## src/rtl/shapool_job_sequencer.sv

```systemverilog
// Mining-job sequencer for the SHA pool: arms the pool, counts 64-round nonce
// batches, and captures the winning nonce or flags exhaustion of the nonce space.
module shapool_job_sequencer #(
   parameter int POOL_SIZE_LOG2 = 0,
   parameter int BATCH_WIDTH    = 24 - POOL_SIZE_LOG2,
   parameter int SUCCESS_LAG    = 1,
   parameter int IDX_W          = (POOL_SIZE_LOG2 > 0) ? POOL_SIZE_LOG2 : 1
) (
   input  logic             clk_in,
   input  logic             reset_n_in,
   input  logic             job_valid_in,
   output logic             job_ready_out,
   input  logic [7:0]       cfg_nonce_start_in,
   input  logic             abort_in,
   output logic             pool_reset_n_out,
   input  logic             pool_success_in,
   input  logic [IDX_W-1:0] pool_match_index_in,
   output logic [31:0]      result_nonce_out,
   output logic             result_valid_out,
   input  logic             result_ack_in,
   output logic             ready_n_out,
   output logic             busy_out,
   output logic             exhausted_out
);

   localparam int NONCE_BW = 24 - POOL_SIZE_LOG2;
   localparam int BCNT_W   = BATCH_WIDTH + 1;
   localparam logic [BCNT_W-1:0] LAG_B  = BCNT_W'(SUCCESS_LAG);
   localparam logic [BCNT_W-1:0] LAST_B = BCNT_W'((1 << BATCH_WIDTH) + SUCCESS_LAG - 1);

   typedef enum logic [2:0] {
      S_IDLE,
      S_ARM,
      S_RUN,
      S_FOUND,
      S_EXH
   } state_e;

   state_e              state_q, state_d;
   logic [5:0]          round_q, round_d;
   logic [BCNT_W-1:0]   batch_q, batch_d;
   logic [7:0]          nonce_start_q, nonce_start_d;
   logic [31:0]         result_nonce_q, result_nonce_d;
   logic                job_ready_q, job_ready_d;
   logic                pool_reset_n_q, pool_reset_n_d;
   logic                result_valid_q, result_valid_d;
   logic                ready_n_q, ready_n_d;
   logic                busy_q, busy_d;
   logic                exhausted_q, exhausted_d;

   logic [BCNT_W-1:0]   batch_off;
   logic [NONCE_BW-1:0] batch_field;
   logic [31:0]         found_nonce;
   logic                success_qual;
   logic                last_round;

   // The flagged nonce entered the pool SUCCESS_LAG batches ago.
   assign batch_off    = batch_q - LAG_B;
   assign batch_field  = NONCE_BW'(batch_off);
   assign success_qual = pool_success_in && (batch_q >= LAG_B);
   assign last_round   = (round_q == 6'd63);

   generate
      if (POOL_SIZE_LOG2 > 0) begin : g_idx
         assign found_nonce = {nonce_start_q, batch_field,
                               pool_match_index_in[POOL_SIZE_LOG2-1:0]};
      end else begin : g_noidx
         logic unused_idx;
         assign unused_idx  = ^pool_match_index_in;
         assign found_nonce = {nonce_start_q, batch_field};
      end
   endgenerate

   always_comb begin
      state_d        = state_q;
      round_d        = round_q;
      batch_d        = batch_q;
      nonce_start_d  = nonce_start_q;
      result_nonce_d = result_nonce_q;

      if (abort_in && (state_q != S_IDLE)) begin
         state_d = S_IDLE;
      end else begin
         case (state_q)
            S_IDLE: begin
               if (job_valid_in && job_ready_q) begin
                  state_d       = S_ARM;
                  nonce_start_d = cfg_nonce_start_in;
                  round_d       = 6'd0;
                  batch_d       = '0;
               end
            end
            S_ARM: state_d = S_RUN;
            S_RUN: begin
               round_d = round_q + 6'd1;
               if (last_round) begin
                  batch_d = batch_q + BCNT_W'(1);
               end
               // Success outranks exhaustion on the final round.
               if (success_qual) begin
                  state_d        = S_FOUND;
                  result_nonce_d = found_nonce;
               end else if (last_round && (batch_q == LAST_B)) begin
                  state_d = S_EXH;
               end
            end
            S_FOUND, S_EXH: begin
               if (result_ack_in) begin
                  state_d = S_IDLE;
               end
            end
            default: state_d = S_IDLE;
         endcase
      end

      job_ready_d    = (state_d == S_IDLE);
      pool_reset_n_d = (state_d == S_RUN);
      result_valid_d = (state_d == S_FOUND);
      ready_n_d      = (state_d != S_FOUND);
      busy_d         = (state_d == S_ARM) || (state_d == S_RUN);
      exhausted_d    = (state_d == S_EXH);
   end

   always_ff @(posedge clk_in or negedge reset_n_in) begin
      if (!reset_n_in) begin
         state_q        <= S_IDLE;
         round_q        <= 6'd0;
         batch_q        <= '0;
         nonce_start_q  <= 8'd0;
         result_nonce_q <= 32'd0;
         job_ready_q    <= 1'b1;
         pool_reset_n_q <= 1'b0;
         result_valid_q <= 1'b0;
         ready_n_q      <= 1'b1;
         busy_q         <= 1'b0;
         exhausted_q    <= 1'b0;
      end else begin
         state_q        <= state_d;
         round_q        <= round_d;
         batch_q        <= batch_d;
         nonce_start_q  <= nonce_start_d;
         result_nonce_q <= result_nonce_d;
         job_ready_q    <= job_ready_d;
         pool_reset_n_q <= pool_reset_n_d;
         result_valid_q <= result_valid_d;
         ready_n_q      <= ready_n_d;
         busy_q         <= busy_d;
         exhausted_q    <= exhausted_d;
      end
   end

   assign job_ready_out    = job_ready_q;
   assign pool_reset_n_out = pool_reset_n_q;
   assign result_nonce_out = result_nonce_q;
   assign result_valid_out = result_valid_q;
   assign ready_n_out      = ready_n_q;
   assign busy_out         = busy_q;
   assign exhausted_out    = exhausted_q;

endmodule

```

## config.mk

```make
export PLATFORM = sky130hd
export DESIGN_NAME = shapool_job_sequencer
export DESIGN_NICKNAME = d
export VERILOG_FILES = /design/src/rtl/shapool_job_sequencer.sv
export SDC_FILE = /design/constraint.sdc
export NUM_CORES = 1
export LEC_CHECK = 0
export CAP_MARGIN = 25
export CORE_MARGIN = 2
export CORE_UTILIZATION = 50
export CTS_CLUSTER_SIZE = 8
export DETAILED_ROUTE_END_ITERATION = 10
export PLACE_DENSITY = 0.76
export REMOVE_ABC_BUFFERS = 1
export SYNTH_ARGS = -nofsm -noshare
export SYNTH_HDL_FRONTEND = slang
export SYNTH_SLANG_ARGS = --single-unit
```

## constraint.sdc

```tcl
create_clock -name clk_in -period 2.1 [get_ports clk_in]
set_clock_uncertainty 0.1 [all_clocks]
set_input_delay 0.42 -clock clk_in [delete_from_list [all_inputs] [get_ports clk_in]]
set_output_delay 0.42 -clock clk_in [all_outputs]
set_load 0.005 [all_outputs]
```

# Word level (Yosys, flattened, before mapping)
# Cells that the tools add are included.
[word_totals]
reg_bits = 80
elab_cells = 54
[classes]
add_sub_neg = 3
order_cmp = 1
n_eq_ne = 13
n_mux = 11
bitwise_logic = 1
reduce_logical = 14
[ops]
columns = ["cell", "count"]
rows = [
  ["25-bit two-way mux", 2],
  ["25-bit one-hot mux with 2 select lines", 1],
  ["25-bit by 1-bit adder with 25-bit output (second input constant)", 1],
  ["25-bit equality test (second input constant)", 1],
  ["25-bit by 1-bit >= comparator with 1-bit output (second input constant)", 1],
  ["24-bit by 1-bit subtractor with 24-bit output (second input constant)", 1],
  ["3-bit two-way mux", 5],
  ["3-bit by 2-bit equality test with 1-bit output (second input constant)", 4],
  ["3-bit one-hot mux with 4 select lines", 1],
  ["6-bit one-hot mux with 2 select lines", 1],
  ["3-bit AND reduction", 3],
  ["6-bit by 1-bit adder with 6-bit output (second input constant)", 1],
  ["3-bit by 1-bit equality test with 1-bit output (second input constant)", 2],
  ["3-bit equality test (second input constant)", 2],
  ["6-bit equality test (second input constant)", 1],
  ["3-bit logical NOT", 2],
  ["6-bit two-way mux", 1],
  ["1-bit logical AND", 4],
  ["2-bit != test (second input constant)", 2],
  ["4-bit AND reduction", 1],
  ["3-bit by 2-bit != test with 1-bit output (second input constant)", 1],
  ["3-bit nonzero test", 1],
  ["2-bit nonzero test", 1],
  ["2-bit OR reduction", 1],
  ["other kinds (2)", 2],
]

# Depth between registers and ports, before layout
# Gate-level depths: netlist of the first run.
[logic_depth]
word_depth = 8
ltp_mapped = 9
ltp_nobuf = 8

# Least setup slack after synthesis of the first run
# No wires, ideal clock.
[synth_timing]
kind = "register to register"
from = "register batch_q[8]"
to = "register result_nonce_q[29], in the netlist result_nonce_out[29]"
setup_ns = 0.125
arrival_time_ns = 2.020
setup_slack_ns = -0.145
path_stages_with_launch = 8
path_buffers = 3
period_less_slack_ns = 2.245
path_cell_list = "dfrtp_1 bufbuf_16 nor4_4 nand4_1 o311ai_2 buf_6 buf_6 mux2_2"
[synth_between]
elab_chain_cells = 3
[synth_rtl]
columns = ["element", "line", "source"]
rows = [
  ["from (decl)", "41", "logic [BCNT_W-1:0] batch_q, batch_d;"],
  ["from (signal assigned)", "140", "batch_q <= batch_d;"],
  ["25-bit by 1-bit >= comparator with 1-bit output", "60", "assign success_qual = pool_success_in && (batch_q >= LAG_B);"],
  ["1-bit logical AND", "60", ""],
  ["3-bit AND reduction (no line)", "-", ""],
  ["to (signal assigned)", "142", "result_nonce_q <= result_nonce_d;"],
  ["to (decl)", "43", "logic [31:0] result_nonce_q, result_nonce_d;"],
]
# No other way between the ends.
# A chain may end at the register's enable or synchronous reset.

# Worst setup path after layout of the first run
[layout_timing]
from = "register batch_q[10]"
to = "register result_nonce_q[30], in the netlist result_nonce_out[30]"
# The elaborated chain is that of the path after synthesis.

==> results.md, run 1 <==
- Status: finished with violations
- Failing checks: setup timing
- Final wirelength: 11.4 mm
- Ys Warns: 0
- Internal power: 0.00323 W
- Via count of the first global-routing pass: 3473
- Critical R2R Launch: batch_q[10]
- Layout fillers: 561
- Mapped Cells: 415
- Multi-input logic area: 2150 sq um
- Via count: 3762
- Core box area: 8180 sq um
- Worst Setup SP: batch_q[10]
- Vias per std cell: 5.79
- NetSw: 0.00125 W
- Largest net degree at the start of global routing: 46
- Total congestion overflow: 0
- Antenna violations before repair: 0
- Peak Freq: 449 MHz
- Die extent in y: 95.5 um
- Pleak: 2.73 nW
- Clock tree buffer depth: 2
- GR Util met3: 5.14%
- Hold crit path type: reg2reg
- Global Route Usage Sum: 23.3%
- Final worst-path cycle share: 106%
- Clk slew on worst S/H paths: 0.08 ns
- RSZ-0062 raised after global routing: true
- Sw Share: 27.9%
- Hpwl dp: 6.65 mm
- Top_reg_cell synth: dfrtp_1
- ANT cells: 0
- P&R area growth vs syn: 41.2%
- Hold slack: 0.377 ns
- Power density over the cells: 757 nW/um^2
- Worst reg-to-reg setup slack: -0.13 ns
- Layout cells sized above 1: 35.4%
- Initial core utilization: 51.3%
- Worst Path Arrival: 2.37 ns
- Synth Cell Area: 4190 sq um
- Slew Viols, Final: 0
- Type of element launching the critical path: flop
- I/O pin count: 53
- DR DRC count: 0
- DP Area: 5160 sq um
- # port buffers: 51
- MaxCap Viol Count: 0
- Fin area: 5920 sq um
- Root Driver: clkbuf_8
- Max rail drop VDD: 0.710 mV
- H-tree depth: 3
- CP endpoint kind: flop
- Rel. slew slack: 77.4%
- Slew @ Worst Pin: 0.336 ns
- CP Data Required Time: 2.24 ns
- Min Clock Period, post-route: 2.23 ns
- Nets: 561
- CTS tree: done
- Die Wd: 95.5 um
- Synthesized flop and latch total: 80
- Share of flip-flops with an asynchronous set or reset: 100%
- Number of CTS-inserted buffers: 9
- First-pass GRT wire length: 16.3 mm
- Num Clock Sinks: 80
- Sequential element share of the synthesized area: 47.8%
- Seq pwr share: 43.1%
- Crit Path Class: reg2reg
- Clk Latency, worst-skew pair: 0.36 ns
- Logic pwr share: 25.4%
- Setup violations, final: 41
- EDFF count, synth: 0
- Final hold vios: 0
- Power Total: 0.00448 W
- DR WL/cell: 17.5 um
- Clock share of power: 31.5%
- Setup ws final: -0.126 ns
- Met1 usage: 28.6%
- CP max FO: 5
- Grt peak-use layer: met2
- Initial drt markers: 301
- Synth cell types: 55
- Routed Antenna Nets: 0
- Site Rows: 33
- Hold path startpoint: result_nonce_out[10]
- Register area: 2010 sq um
- Syn avg cell area: 10.1 sq um
- Routability Congestion: 0.940
- Drt first pass iters: 5
- Total die area: 9130 sq um
- GR met2 Demand/Resource: 40.0%
## through the flow
step           cells  worst slack [ns]  util, %  setup TNS, ns
6_report         650            -0.126     72.4          -2.09
5_1_grt          650            -0.198     72.4          -6.34
3_5_place_dp     611            -0.451     63.2          -9.79
3_3_place_gp     611            -0.402     63.2          -8.07
4_1_cts          636           -0.0640     68.4         -0.325
2_1_floorplan    386             -1.38        -         -54.33
## cells in the mapped netlist, types with 2 or more instances
library cell,n,share of area (%)
a21oi_1,22,2.6
a31oi_1,3,0.45
and3_1,2,0.30
and4_1,3,0.63
buf_2,10,1.2
buf_4,3,0.54
buf_6,6,1.6
clkbuf_1,4,0.36
clkbuf_8,3,0.99
dfrtp_1,78,47
dfstp_2,2,1.3
ha_1,5,1.5
inv_1,11,0.99
mux2_2,17,4.6
nand2_1,48,4.3
nand2b_1,3,0.45
nand3_1,11,1.3
nand3b_1,4,0.72
nand4_1,15,2.2
nor2_1,26,2.3
nor2b_1,2,0.30
nor3_1,7,0.84
nor4_1,5,0.75
o21ai_0,42,5.0
o31ai_1,8,1.4
or2_1,2,0.30
or3_1,13,1.9
or3_2,3,0.54
or4_1,4,0.72
or4_2,3,0.63
xnor2_1,11,2.3
xor2_1,16,3.3
## path summary, 6_finish.rpt
kind | end | cells past startpoint
hold / removal | result_nonce_out[10] | 2
max in group asynchronous | job_ready_out | 3
hold reg to reg | result_nonce_out[10] | 2
setup / recovery | result_nonce_out[30] | 7
setup reg to reg | result_nonce_out[30] | 7
min in group asynchronous | result_nonce_out[5] | 2
## registers in the layout, indices dropped and copies added (netlist names), 3 cells and up
register,flops
batch_q,25
nonce_start_q,8
round_q,6
state_q,3
result_nonce_out,32
## area by class of cell
class,instances,area share [%]
timing repair buffer,144,22.8
multi-input combinational,295,36.3
clock buffer,10,2.33
clock inverter,5,1.76
tap,105,2.22
inverter,11,0.698
sequential,80,33.9
## repair_timing
action                                  CTS  global route
buffers inserted                          8            11
endpoints found under the setup margin   43            63
pin swaps                                 8            32
hold endpoints to repair                 18             0
hold buffers                              1             0
gates cloned                              1             4
resized for setup                        24            74
## routing by layer
metal	wire length (um)	share of wire (%)
met5	0	0
met4	340	3.0
met3	749	6.6
met2	5830	51
met1	4450	39
## critical path: stages, from the launching register on
cell	delay, ns
dfrtp_1	0.40
buf_6	0.13
nor4_4	0.29
nand4_1	0.27
o311ai_4	0.34
buf_6	0.16
buf_12	0.12
mux2_4	0.30
## power groups by stage
stage                     combinational (W)  clock, W  sequential, W
final                               0.00114   0.00141        0.00193
after global routing                0.00124   0.00149        0.00196
after CTS                           0.00106   0.00141        0.00193
after detailed placement            0.00103         0        0.00195
after global placement              0.00101         0        0.00194
after floorplan                    0.000458         0        0.00196
## layout by cell type (no fill, tap or decap), drive strengths merged, types with 2 or more instances in the layout
master	n
a21oi	22
a31oi	3
and3	2
and4	3
buf	91
bufinv	3
clkbuf	12
clkdlybuf4s50	48
dfrtp	78
dfstp	2
dlymetal6s2s	2
ha	5
inv	12
mux2	17
nand2	48
nand2b	3
nand3	11
nand3b	5
nand4	16
nor2	26
nor2b	2
nor3	8
nor4	6
o21ai	42
o31ai	8
or2	2
or3	16
or4	8
xnor2	11
xor2	16
## kinds of logic (layout without fill, tap and decap cells)
kind of cell               Yosys count  count (layout)  share of synthesized area [%]
and+or+nand+nor                    163             163                           21.9
muxes                               17              17                           4.57
buffers and inverters               40             170                           6.93
xor gates and xnor gates            27              27                           5.64
DFF                                 80              80                           47.8
AOI/OAI and AO/OA                   82              82                           11.3
adders and majority gates            6               6                           1.73
(Power assumes the default switching activity.)
==> run 2, diff against run 1 <==
- CELL_PAD_IN_SITES_DETAIL_PLACEMENT: default -> 2
- CELL_PAD_IN_SITES_GLOBAL_PLACEMENT: default -> 2
- CORE_UTILIZATION: 50 -> 35
- GPL_TIMING_DRIVEN: default -> 0
- PLACE_DENSITY: 0.76 -> default
- PLACE_DENSITY_LB_ADDON: default -> 0.1
- clock period: 2.1 -> 2.3 ns (I/O delays scaled with it)
==> run 2 against run 1 <==
  * The flow still finishes with violations (setup timing)
  * Clock power fell by 5%
  * Die area rose by 41%
  * Combinational power down 11%
  * Core utilization down 25 points
  * Maximum frequency decreased by 5.0%
  * Largest cell class is now flip-flops and latches
==> results.md, run 2 (same netlist as run 1, synthesis figures left out) <==
- Clk slew on worst S/H paths: 0.06 ns (-0.02 ns)
- Num Clock Sinks: 80 (unchanged)
- Type of element launching the critical path: flop
- Finished Core Util: 47.4% (-25 points)
- Drt first pass iters: 4 (-1)
- Layout cells sized above 1: 23.9% (-11 points)
- Hold path startpoint: abort_in
- Initial core utilization: 36.2% (-15 points)
- Worst Reg-to-Reg Cells: 6 (-1)
- Final worst-path cycle share: 102% (-4.2 points)
- Worst Path Arrival: 2.46 ns (+0.09 ns)
- Worst reg-to-reg setup slack: -0.04 ns (+0.08 ns)
- Final wirelength: 12.2 mm (+7.7%)
- Setup violations, final: 7 (-83%)
- Die extent in y: 113 um (+19%)
- Slew Viols, Final: 0 (unchanged)
- Total die area: 12900 sq um (+41%)
- Critical path cell sequence: nor3_1 > nand4_1 > o311ai_4 > buf_6 > buf_12 > mux2_2
- Multi-input logic area: 2000 sq um (-6.7%)
- WHS Endpoint: state_q[2]
- MaxCap Viol Count: 0 (unchanged)
- Max reg flops: 32 (unchanged)
- Pleak: 2.42 nW (-11%)
- Total congestion overflow: 0 (unchanged)
- Nets: 509 (-9.3%)
- Via count: 3437 (-8.6%)
- Site Rows: 39 (+18%)
- Die Wd: 113 um (+19%)
- Setup ws final: -0.0420 ns (+0.0837 ns)
- Final hold vios: 0 (unchanged)
- Min Clock Period, post-route: 2.34 ns (+0.116 ns)
- Rel. slew slack: 59.8% (-18 points)
- CP Buf/Inv Count: 2 (-1)
- Clock tree buffer depth: 2 (unchanged)
- Initial drt markers: 137 (-54%)
- CP Data Required Time: 2.42 ns (+0.18 ns)
- Core box area: 11600 sq um (+41%)
- First-pass GRT wire length: 19.2 mm (+18%)
- ANT cells: 0 (unchanged)
- H-tree depth: 3 (unchanged)
- Failing checks: setup timing
- DP Area: 4740 sq um (-8.2%)
- Root Driver: clkbuf_16
- Clk Latency, worst-skew pair: 0.34 ns (-0.02 ns)
- Hpwl dp: 7.55 mm (+13%)
- Worst path max stage delay: 0.46 ns (+0.06 ns)
- Slew @ Worst Pin: 0.601 ns (+0.266 ns)
- Vias per std cell: 5.40 (-6.6%)
- # port buffers: 51 (unchanged)
- Critical R2R Launch: batch_q[14]
- Slowest-stage cell, CP: dfrtp_1
- DR WL/cell: 19.2 um (+10%)
- Most frequent cells in the layout: 64 x dfrtp_1, 48 x clkdlybuf4s50_1, 47 x nand2_1
- Hold crit path type: in2reg
- Register area: 2020 sq um (+0.75%)
- Max rail drop VDD: 0.541 mV (-24%)
- DR DRC count: 0 (unchanged)
- CP max FO: 13 (+8)
- CTS tree: done
- Largest net degree at the start of global routing: 57 (+24%)
- Power density over the cells: 756 nW/um^2 (-0.13%)
- Hold path depth: 2 (unchanged)
- Status: finished with violations
- Crit Path Class: reg2reg
- Commonest non-fill, non-tap cell in the layout: dfrtp_1
- CP endpoint kind: flop
- Worst Setup SP: batch_q[14]
- Antenna violations before repair: 0 (unchanged)
- Peak Freq: 427 MHz (-5.0%)
- Via count of the first global-routing pass: 3670 (+5.7%)
- RSZ-0062 raised after global routing: true
- P&R area growth vs syn: 30.9%
- Fin area: 5490 sq um (-7.3%)
- Routed Antenna Nets: 0 (unchanged)
- Number of CTS-inserted buffers: 9 (unchanged)
- I/O pin count: 53 (unchanged)
- Routability Congestion: 0.766 (-19%)
- CP top delay family: simple AND/OR/NAND/NOR gates
- Global Route Usage Sum: 19.2% (-4.1 points)
- Pre-CTS WS: -1.02 ns (-0.565 ns)
- Critical R2R Capture: result_nonce_out[24]
- Layout fillers: 1215 (+120%)
==> run 2: cell types whose count changed in the layout (fill, tap and decap cells not counted), moves of 9 or more <==
| cell | previous run | this run |
|---|---|---|
| or3_4 | 9 | 0 |
| dfrtp_2 | 2 | 14 |
| o21ai_0 | 22 | 35 |
| o21ai_1 | 17 | 7 |
| buf_4 | 76 | 27 |
| dfrtp_1 | 76 | 64 |
| a21oi_2 | 13 | 2 |
| a21oi_1 | 9 | 20 |
==> run 2: cell type report <==
class	count	area share (%)
Inverter	11	0.753
Timing Repair Buffer	92	17.7
Sequential cell	80	36.9
Multi-Input combinational cell	295	36.5
Tap cell	143	3.26
Clock buffer	11	4.61
Clock inverter	4	0.365
==> run 2: worst max path at each step <==
stage / end / slack, ns / depth (start not counted)
2_1_floorplan: result_nonce_out[24] / -1.18 / 4
5_1_grt: result_nonce_out[24] / -0.13 / 6
3_3_place_gp: result_nonce_out[17] / -2.50 / 4
6_report: result_nonce_out[24] / -0.04 / 6
3_5_place_dp: batch_q[11] / -1.02 / 6
4_1_cts: result_nonce_out[24] / -0.05 / 5
==> run 2: metrics by stage <==
| stage | std cells | hold WS [ns] | power [W] | setup TNS (ns) |
|---|---|---|---|---|
| 2_1_floorplan | 386 | 0.0644 | 0.00220 | -39.93 |
| 3_3_place_gp | 580 | 0.360 | 0.00259 | -326.82 |
| 3_5_place_dp | 584 | 0.311 | 0.00270 | -36.75 |
| 4_1_cts | 615 | 0.386 | 0.00411 | -0.279 |
| 5_1_grt | 636 | 0.346 | 0.00436 | -1.80 |
| 6_report | 636 | 0.342 | 0.00414 | -0.225 |
==> run 2: what timing repair did <==
| item | in CTS | in global routing |
|---|---|---|
| hold buffers | 1 | 0 |
| hold endpoints to repair | 24 | 0 |
| setup endpoints to repair | 70 | 50 |
| buffers inserted | 15 | 19 |
| gates cloned | 0 | 2 |
| gates resized for setup | 15 | 33 |
| pin swaps | 9 | 8 |
==> run 2: report_power, final <==
| group | switching (W) | total (W) | leakage (nW) | internal, W |
|---|---|---|---|---|
| Clock | 0.000561 | 0.00134 | 0.141 | 0.000776 |
| Combinational | 0.000468 | 0.00102 | 1.22 | 0.000554 |
| Sequential | 0.000157 | 0.00179 | 1.06 | 0.00163 |
==> run 2: layer usage <==
| layer | up-vias | global-route usage, % | share of wire [%] |
|---|---|---|---|
| li1 | 1616 | - | - |
| met1 | 1746 | 23.1 | 43 |
| met2 | 60 | 33.9 | 51 |
| met3 | 15 | 4.09 | 3.6 |
| met4 | 0 | 7.07 | 1.9 |
| met5 | - | 0 | 0 |
==> run 2: worst register-to-register path, delay by kind of cell (launching register included) <==
family | cells | cell delay, ns
and+or+nand+nor | 2 | 0.66
buffers and inverters | 2 | 0.31
muxes | 1 | 0.34
DFF | 1 | 0.46
AOI/OAI and AO/OA | 1 | 0.36
==> run 3, diff against run 2 <==
- ABC_AREA: default -> 0
==> results of run 3 <==
The final DEF is identical to that of run 2; final timing and power are the same.
